==> src/rtl/kyber_pkg.sv <==
// Shared Kyber datapath package.
// Provides the 16-bit signed coefficient type, the field modulus, the fqmul
// result latency, the multiplier scheduler state encoding, and a helper that
// sizes index fields.
package kyber_pkg;

  typedef logic signed [15:0] coeff_t;

  localparam int KYBER_Q   = 3329;
  // fqmul: 1 multiply cycle followed by 3 Montgomery reduction cycles.
  localparam int FQMUL_LAT = 4;

  typedef enum logic [1:0] {
    S_IDLE,
    S_START,
    S_WAIT,
    S_RESP
  } fqsched_state_t;

  // Width of an index into n items, never narrower than one bit.
  function automatic int idx_w(input int n);
    return (n > 1) ? $clog2(n) : 1;
  endfunction

endpackage

==> src/rtl/fqmul_sched_rr_pick.sv <==
// rr_pick: purely combinational round-robin priority picker.
// Searches req starting at position ptr and wrapping modulo NREQ. It returns
// the first requester it finds as a one-hot grant and as a binary index.
// Ports:
//   req  [NREQ]  request vector
//   ptr  [PW]    highest-priority position for this search
//   gnt  [NREQ]  one-hot grant, all zero when nothing is requested
//   idx  [PW]    index of the granted requester (0 when none)
//   any          at least one request is present
module rr_pick
  import kyber_pkg::*;
#(
  parameter  int NREQ = 4,
  localparam int PW   = idx_w(NREQ)
) (
  input  logic [NREQ-1:0] req,
  input  logic [PW-1:0]   ptr,
  output logic [NREQ-1:0] gnt,
  output logic [PW-1:0]   idx,
  output logic            any
);

  int            j;
  logic [PW-1:0] jj;

  always_comb begin
    gnt = '0;
    idx = '0;
    any = 1'b0;
    j   = 0;
    jj  = '0;
    for (int k = 0; k < NREQ; k++) begin
      j = int'(ptr) + k;
      if (j >= NREQ) j = j - NREQ;
      jj = PW'(j);
      if (!any && req[jj]) begin
        any     = 1'b1;
        gnt[jj] = 1'b1;
        idx     = jj;
      end
    end
  end

endmodule

==> src/rtl/fqmul_sched.sv <==
// fqmul_sched: round-robin scheduler that shares one non-pipelined fqmul
// Montgomery multiplier among NREQ requesters.
// One operand pair is accepted in IDLE. The multiplier is started for one
// cycle, and its result is sampled MUL_LAT cycles after the start cycle. The
// product is then returned to the granted requester over a valid/ready
// response. The round-robin pointer advances only when a response completes.
// Ports:
//   clk, rst             clock (rising edge), synchronous active-high reset
//   req_valid/req_ready  per-requester operand handshake (ready is one-hot)
//   req_a, req_b         per-requester signed operands
//   rsp_valid/rsp_ready  per-requester result handshake (valid is one-hot)
//   rsp_r                result shared by all requesters
//   busy                 high whenever not in IDLE
//   mul_start            one-cycle start pulse to fqmul
//   mul_a, mul_b         registered operands to fqmul
//   mul_r                fqmul result
module fqmul_sched
  import kyber_pkg::*;
#(
  parameter int NREQ    = 4,
  parameter int MUL_LAT = FQMUL_LAT
) (
  input  logic            clk,
  input  logic            rst,
  input  logic [NREQ-1:0] req_valid,
  output logic [NREQ-1:0] req_ready,
  input  coeff_t          req_a [NREQ],
  input  coeff_t          req_b [NREQ],
  output logic [NREQ-1:0] rsp_valid,
  input  logic [NREQ-1:0] rsp_ready,
  output coeff_t          rsp_r,
  output logic            busy,
  output logic            mul_start,
  output coeff_t          mul_a,
  output coeff_t          mul_b,
  input  coeff_t          mul_r
);

  localparam int PW = idx_w(NREQ);
  localparam int CW = idx_w(MUL_LAT);

  fqsched_state_t  state;
  logic [PW-1:0]   ptr;
  logic [PW-1:0]   gidx;
  logic [CW-1:0]   cnt;

  logic [NREQ-1:0] pick_gnt;
  logic [PW-1:0]   pick_idx;
  logic            pick_any;

  rr_pick #(
    .NREQ (NREQ)
  ) u_pick (
    .req (req_valid),
    .ptr (ptr),
    .gnt (pick_gnt),
    .idx (pick_idx),
    .any (pick_any)
  );

  // Outputs are decoded from registered state. The exception is req_ready,
  // which must answer the current req_valid combinationally in IDLE. It is
  // masked by rst so that no handshake can complete while reset is applied.
  assign req_ready = (state == S_IDLE && !rst) ? pick_gnt : '0;
  assign rsp_valid = (state == S_RESP) ? (NREQ'(1) << gidx) : '0;
  assign mul_start = (state == S_START);
  assign busy      = (state != S_IDLE);

  always_ff @(posedge clk) begin
    if (rst) begin
      state <= S_IDLE;
      ptr   <= '0;
      gidx  <= '0;
      cnt   <= '0;
      mul_a <= '0;
      mul_b <= '0;
      rsp_r <= '0;
    end else begin
      case (state)
        // Accept: capture the winner's operands and remember who it was.
        S_IDLE: begin
          if (pick_any) begin
            mul_a <= req_a[pick_idx];
            mul_b <= req_b[pick_idx];
            gidx  <= pick_idx;
            state <= S_START;
          end
        end
        // Start pulse to fqmul.
        S_START: begin
          cnt   <= '0;
          state <= S_WAIT;
        end
        // Latency count. The last count is the cycle in which mul_r is valid.
        S_WAIT: begin
          if (cnt == CW'(MUL_LAT - 1)) begin
            rsp_r <= mul_r;
            state <= S_RESP;
          end else begin
            cnt <= cnt + CW'(1);
          end
        end
        // Response: only the granted requester's ready can complete it.
        S_RESP: begin
          if (rsp_ready[gidx]) begin
            ptr   <= (gidx == PW'(NREQ - 1)) ? '0 : gidx + PW'(1);
            state <= S_IDLE;
          end
        end
        default: state <= S_IDLE;
      endcase
    end
  end

endmodule

==> config.mk <==
export PLATFORM = sky130hd
export DESIGN_NAME = fqmul_sched
export DESIGN_NICKNAME = d
export VERILOG_FILES = /design/src/rtl/kyber_pkg.sv /design/src/rtl/fqmul_sched_rr_pick.sv /design/src/rtl/fqmul_sched.sv
export SDC_FILE = /design/constraint.sdc
export NUM_CORES = 1
export LEC_CHECK = 0
export ABC_AREA = 1
export BUFFER_PORTS_ARGS = -buffer_cell sky130_fd_sc_hd__buf_2
export CORE_MARGIN = 2
export CORE_UTILIZATION = 51
export CTS_CLUSTER_DIAMETER = 100
export CTS_CLUSTER_SIZE = 24
export DETAILED_ROUTE_END_ITERATION = 8
export PLACE_DENSITY = 0.95
export SLEW_MARGIN = 40
export SYNTH_ARGS = -nofsm -noshare
export SYNTH_HDL_FRONTEND = slang
export SYNTH_SLANG_ARGS = --single-unit
==> constraint.sdc <==
create_clock -name clk -period 3.32 [get_ports clk]
set_input_delay 0 -clock clk [delete_from_list [all_inputs] [get_ports clk]]
set_output_delay 0 -clock clk [all_outputs]
set_load 0.01 [all_outputs]
# == Yosys cells after proc, flatten, opt, wreduce, memory -nomap -nowiden ==
# Cells that the tools add are included.
# W data, S select, Z words.
# word_totals
ff_bits,56
in_bits,154
out_inout_bits,58
wordCells,113
# op_classes
addsub,9
order_cmp,14
n_eq_ne,9
shift,1
muxes,49
bitwise,4
n_reduce_logical,20
# ops
op,n
$bmux W16 S2,2
$mux W16,4
$mux W2,13
$mux W4,6
$lt A2 B3 Y1 const B,5
$mux W1,13
$ge A3 B3 Y1 const B,4
$or A4 B4 Y4,3
$bmux W1 S2,5
$demux W1 S2,4
$eq A2 B2 Y1 const B,4
$ge A2 B1 Y1 const B,4
$logic_and A1 B1 Y1,8
$pmux W2 S4,1
$reduce_and A2 Y1,4
$sub A2 B1 Y2 const B,4
$add A2 B2 Y3 const B,2
$ne A2 B2 Y1 const B,3
$add A2 B1 Y2 const B,2
$logic_not A1 Y1,4
$pmux W2 S2,1
$reduce_bool A2 Y1,2
$shl A1 B2 Y4 const A,1
$add A2 B1 Y3 const B,1
other kinds (6),6

# == Longest topological paths before layout ==
# logic_depth
ltp_word,18
ltp_mapped,18
depth_no_buf,16

# == Hierarchy ==
# A second synthesis with hierarchy kept.
# hier_totals
cells_unflattened,612
area_unflattened_um2,3762.4
# by_module_without_submodules
module,instances,cells_each,area_per_inst_um2,seq_area_each_um2
fqmul_sched,1,538,3321.9,1121.1
rr_pick,1,74,440.4,0.0

# == Least setup slack after synthesis ==
# Ideal clock, no wire load.
# synth_path
path_kind,flip-flop to flip-flop
start,reg ptr[0]
end,reg mul_a[0]
setup_ns,0.109
t_arrival_ns,2.170
required_ns,3.211
path_slack_ns,1.041
path_stages_with_launch,19
n_path_buf,2
synth_period_minus_slack_ns,2.279
cell_sequence,dfxtp_1 > inv_2 > ha_1 > inv_1 > nand3_1 > nand2_1 > inv_2 > nor2_8 > nand2_2 > nand2_1 > nand2_2 > nand2_2 > buf_6 > buf_12 > nand2_2 > nand3_1 > nand3_1 > nand2_1 > inv_1
# synth_between
elab_chain_cells,18
elab_cells_between_ends,42
classes_between,add/sub: 7; order compare: 4; mux: 23; bitwise: 1; reduce/logical: 7
# synth_rtl
item,line_no,rtl
"start, declared",fqmul_sched.sv:43,logic [PW-1:0] ptr;
"start signal, assigned",fqmul_sched.sv:106,ptr <= (gidx == PW'(NREQ - 1)) ? '0 : gidx + PW'(1);
"parallel branches: the longest is 18 deep, another holds $add A2 B1 Y3",--,
"end signal, assigned",fqmul_sched.sv:83,mul_a <= req_a[pick_idx];
"end, declared",fqmul_sched.sv:34,"output coeff_t mul_a,"
# Parallel ways; which one is timed is not known. The select of a mux whose other input is x is not followed.
# A chain may end at the register's enable or synchronous reset.

# == Worst setup path after layout ==
# layout_path
start,reg ptr[0]
end,reg mul_b[13]
# layout_between
elab_chain_cells,18
elab_cells_between_ends,42
classes_between,add/sub: 7; order compare: 4; mux: 23; bitwise: 1; reduce/logical: 7
# layout_rtl
item,line_no,rtl
"parallel branches: the longest is 18 deep, another holds $add A2 B1 Y3",--,
"end signal, assigned",fqmul_sched.sv:84,mul_b <= req_b[pick_idx];
"end, declared",fqmul_sched.sv:35,"output coeff_t mul_b,"
# Parallel ways; which one is timed is not known. The select of a mux whose other input is x is not followed.

==> run_results.csv <==
group,metric,value,unit
outcome,status,"complete, no violations",
drt,drc,0,
timing,drv_slew,0,
place,finalWeightedCongestion,0.923,
timing,finalSetupViolCount,0,
setup_path,required,3590,ps
place,dp_slack,514,ps
setup_path,critical-path-top-delay-family,"simple AND/OR/NAND/NOR gates",
drt,drt_iter0_markers,259,
power,p_leak,3.69,nW
place,dp_hpwl,9140,µm
cts,root_buffer,"clkbuf_8",
cts,cts_buffer_depth,2,
cts,clk_pin_slew,110,ps
cells_and_area,fin_util,0.664,
min_path,hold_path.class,"in -> reg",
cts,cts_setup_buffers,0,
setup_path,cp_slowest_stage_delay,530,ps
drt,postRouteWirelength,12800,µm
yosys,syn_area,4460,µm²
timing,fin_crit,2840,ps
setup_path,cp_common_cell,"nand3_1",
global_routing,antenna_found_initial,1,
setup_path,critPathBufInv,5,
global_routing,grt_pass1_vias,4879,
cts,htree_levels,2,
timing,worst_pin_slew,597,ps
setup_path,cp-end-kind,"flop",
yosys,yosysWarnings,0,
global_routing,grt_max_degree,42,
place,port_buffers,211,
cts,cts_made_buffers,5,
timing,finalHoldViolCount,0,
floorplanning,die_w,97.5,µm
drt,avgViaCountPerCell,4.91,
timing,rsz0062_at_grt,"no",
drt,wire_per_inst,11.8,µm
floorplanning,die_area,9510,µm²
cells_and_area,nets,1144,
setup_path,path_cells,"inv_2, ha_1, inv_1, nand3_1, nand2_1, inv_2, nor2_8, nand3_1, nand3_2, nand2_2, inv_2, nand3_1, nand3_1, nand2_1, inv_1",
cts,clk_latency,320,ps
timing,max_freq,352,MHz
drt,drt_first_pass_iters,5,
yosys,synth_cell_types,25,
floorplanning,rows,34,
cells_and_area,area_growth,27.9,%
global_routing,grt_pass1_wl,21200,µm
timing,post-route-period-util,0.855,
power,irDropWorstVdd,0.526,mV
setup_path,crit_path_start_kind,"flop",
yosys,avgSynthCellArea,5.78,µm²
cts,clock-sinks,56,
floorplanning,io_pins,212,
drt,antenna_left,0,
yosys,ys_ff_latch,56,
timing,skew,14.1,ps
yosys,ys_seq_area_frac,0.251,
drt,routed-via-count,5318,
global_routing,overflow,0,
floorplanning,core_area,8590,µm²
setup_path,crit_arrival,3100,ps
yosys,syn_nets,942,
cells_and_area,drive_gt1_frac,0.263,
timing,setup_tns,0,ps
floorplanning,die_h,97.5,µm
cts,cts.repair.resized,0,
setup_path,crit_fanout,32,
global_routing,grt.total_usage,0.259,
cells_and_area,antennaDiodeCount,0,
timing,postLayoutSetupSlackWorst,481,ps
power,power.density,666,nW/µm²
setup_path,critical_path_class,"reg -> reg",
cts,cts_tree,"yes",
setup_path,slowest_stage,"dfxtp_1",
floorplanning,initial_utilization,0.519,
job,maxCapViolations,0,
timing,slew_headroom,0.601,
yosys,postSynthCellCount,771,
==> worst paths after layout <==
kind                to  cells past startpoint       from  slack, ps
max reg2reg  mul_b[13]                     15     ptr[0]        480
max          mul_b[13]                     15     ptr[0]        480
min reg2reg     cnt[1]                      2     cnt[1]        480
min           mul_a[9]                      7  req_a[25]         70
==> sequential cells by signal, indices dropped and copies added, names as in the netlist <==
name   cells
mul_a     16
mul_b     16
rsp_r     16
cnt        2
gidx       2
ptr        2
state      2
==> synth_stat cells <==
cell	n	area (µm²)
a21boi_0	1	7.51
o22ai_1	1	6.26
nand3_1	168	841
clkbuf_1	12	45.0
dfxtp_1	56	1120
nand2_4	1	11.3
o21ai_0	31	155
a32o_1	1	10.0
inv_1	189	709
buf_12	1	20.0
buf_2	13	65.1
nor2_1	100	375
nand3_2	3	30.0
a21oi_1	10	50.1
nand2_1	119	447
inv_2	4	15.0
a31oi_1	4	25.0
buf_6	8	90.1
nand2b_1	1	6.26
nand2_2	18	113
ha_1	17	213
nor2_8	1	20.0
buf_4	8	60.1
nor3_1	1	5.00
nand4_1	3	18.8
==> power by group <==
part           switching [W]  internal, W
clock               0.000247     0.000160
combinational        0.00153     0.000879
sequential          0.000117     0.000862
total                0.00190      0.00190
==> worst min-delay path, cell delays in order <==
cell and delay [ps]:
buf_2 80, inv_1 30, nand2_1 50, nand3_1 60, nand3_1 60, nand2_1 40, inv_1 40
==> layout by cell type, fill, tap and decap left out <==
| cell | count |
|---|---|
| o22ai_1 | 1 |
| clkbuf_8 | 5 |
| nor2_8 | 1 |
| nand4_1 | 3 |
| dlygate4sd3_1 | 16 |
| a32o_1 | 1 |
| buf_2 | 211 |
| a21boi_0 | 1 |
| inv_8 | 1 |
| buf_4 | 10 |
| nand3_2 | 3 |
| a21oi_1 | 10 |
| a31oi_1 | 4 |
| nand2_2 | 18 |
| dfxtp_1 | 56 |
| inv_1 | 189 |
| nand3_1 | 168 |
| nand2b_1 | 1 |
| nand2_1 | 119 |
| nand2_4 | 1 |
| nor3_1 | 1 |
| o21ai_0 | 31 |
| ha_1 | 17 |
| inv_2 | 4 |
| inv_6 | 2 |
| nor2_1 | 100 |
==> through the flow <==
stage	hold WS [ps]	std cells	power [W]	cell area [µm²]
after floorplan	167	771	0.00288	4460
after global routing	87.7	1082	0.00420	5700
after CTS	59.8	1082	0.00380	5700
after global placement	249	1058	0.00332	5450
final	68.4	1082	0.00380	5700
after detailed placement	256	1058	0.00338	5450
==> what timing repair did <==
item / 4_1_cts / 5_1_grt
endpoints found under the hold margin: 16 / 0
setup endpoints to repair: 0 / 0
hold buffers: 16 / 0
==> final cells by class <==
class,instances,area (µm²)
Clock buffer,5,68.8
Fill cell,816,2890
Inverter,193,724
Sequential cell,56,1120
Timing Repair Buffer,237,1290
Multi-Input combinational cell,480,2330
Clock inverter,3,28.8
Tap cell,108,135
==> layer usage <==
metal  track usage  vias to the layer above  part of all wire
li1              -                     2723                 -
met4        0.0577                        2             0.011
met3        0.0525                       17             0.087
met1         0.304                     2338              0.41
met2         0.484                      238              0.49
met5             0                        -            0.0010
==> cells by family (layout without fill, tap and decap cells) <==
family / Yosys count / in the layout / synth area share
adders and majority gates: 17 / 17 / 0.0477
DFF: 56 / 56 / 0.251
AOI/OAI and AO/OA: 48 / 48 / 0.0570
buffers and inverters: 235 / 438 / 0.225
and+or+nand+nor: 415 / 415 / 0.419
Power figures use the tool's default switching activity.
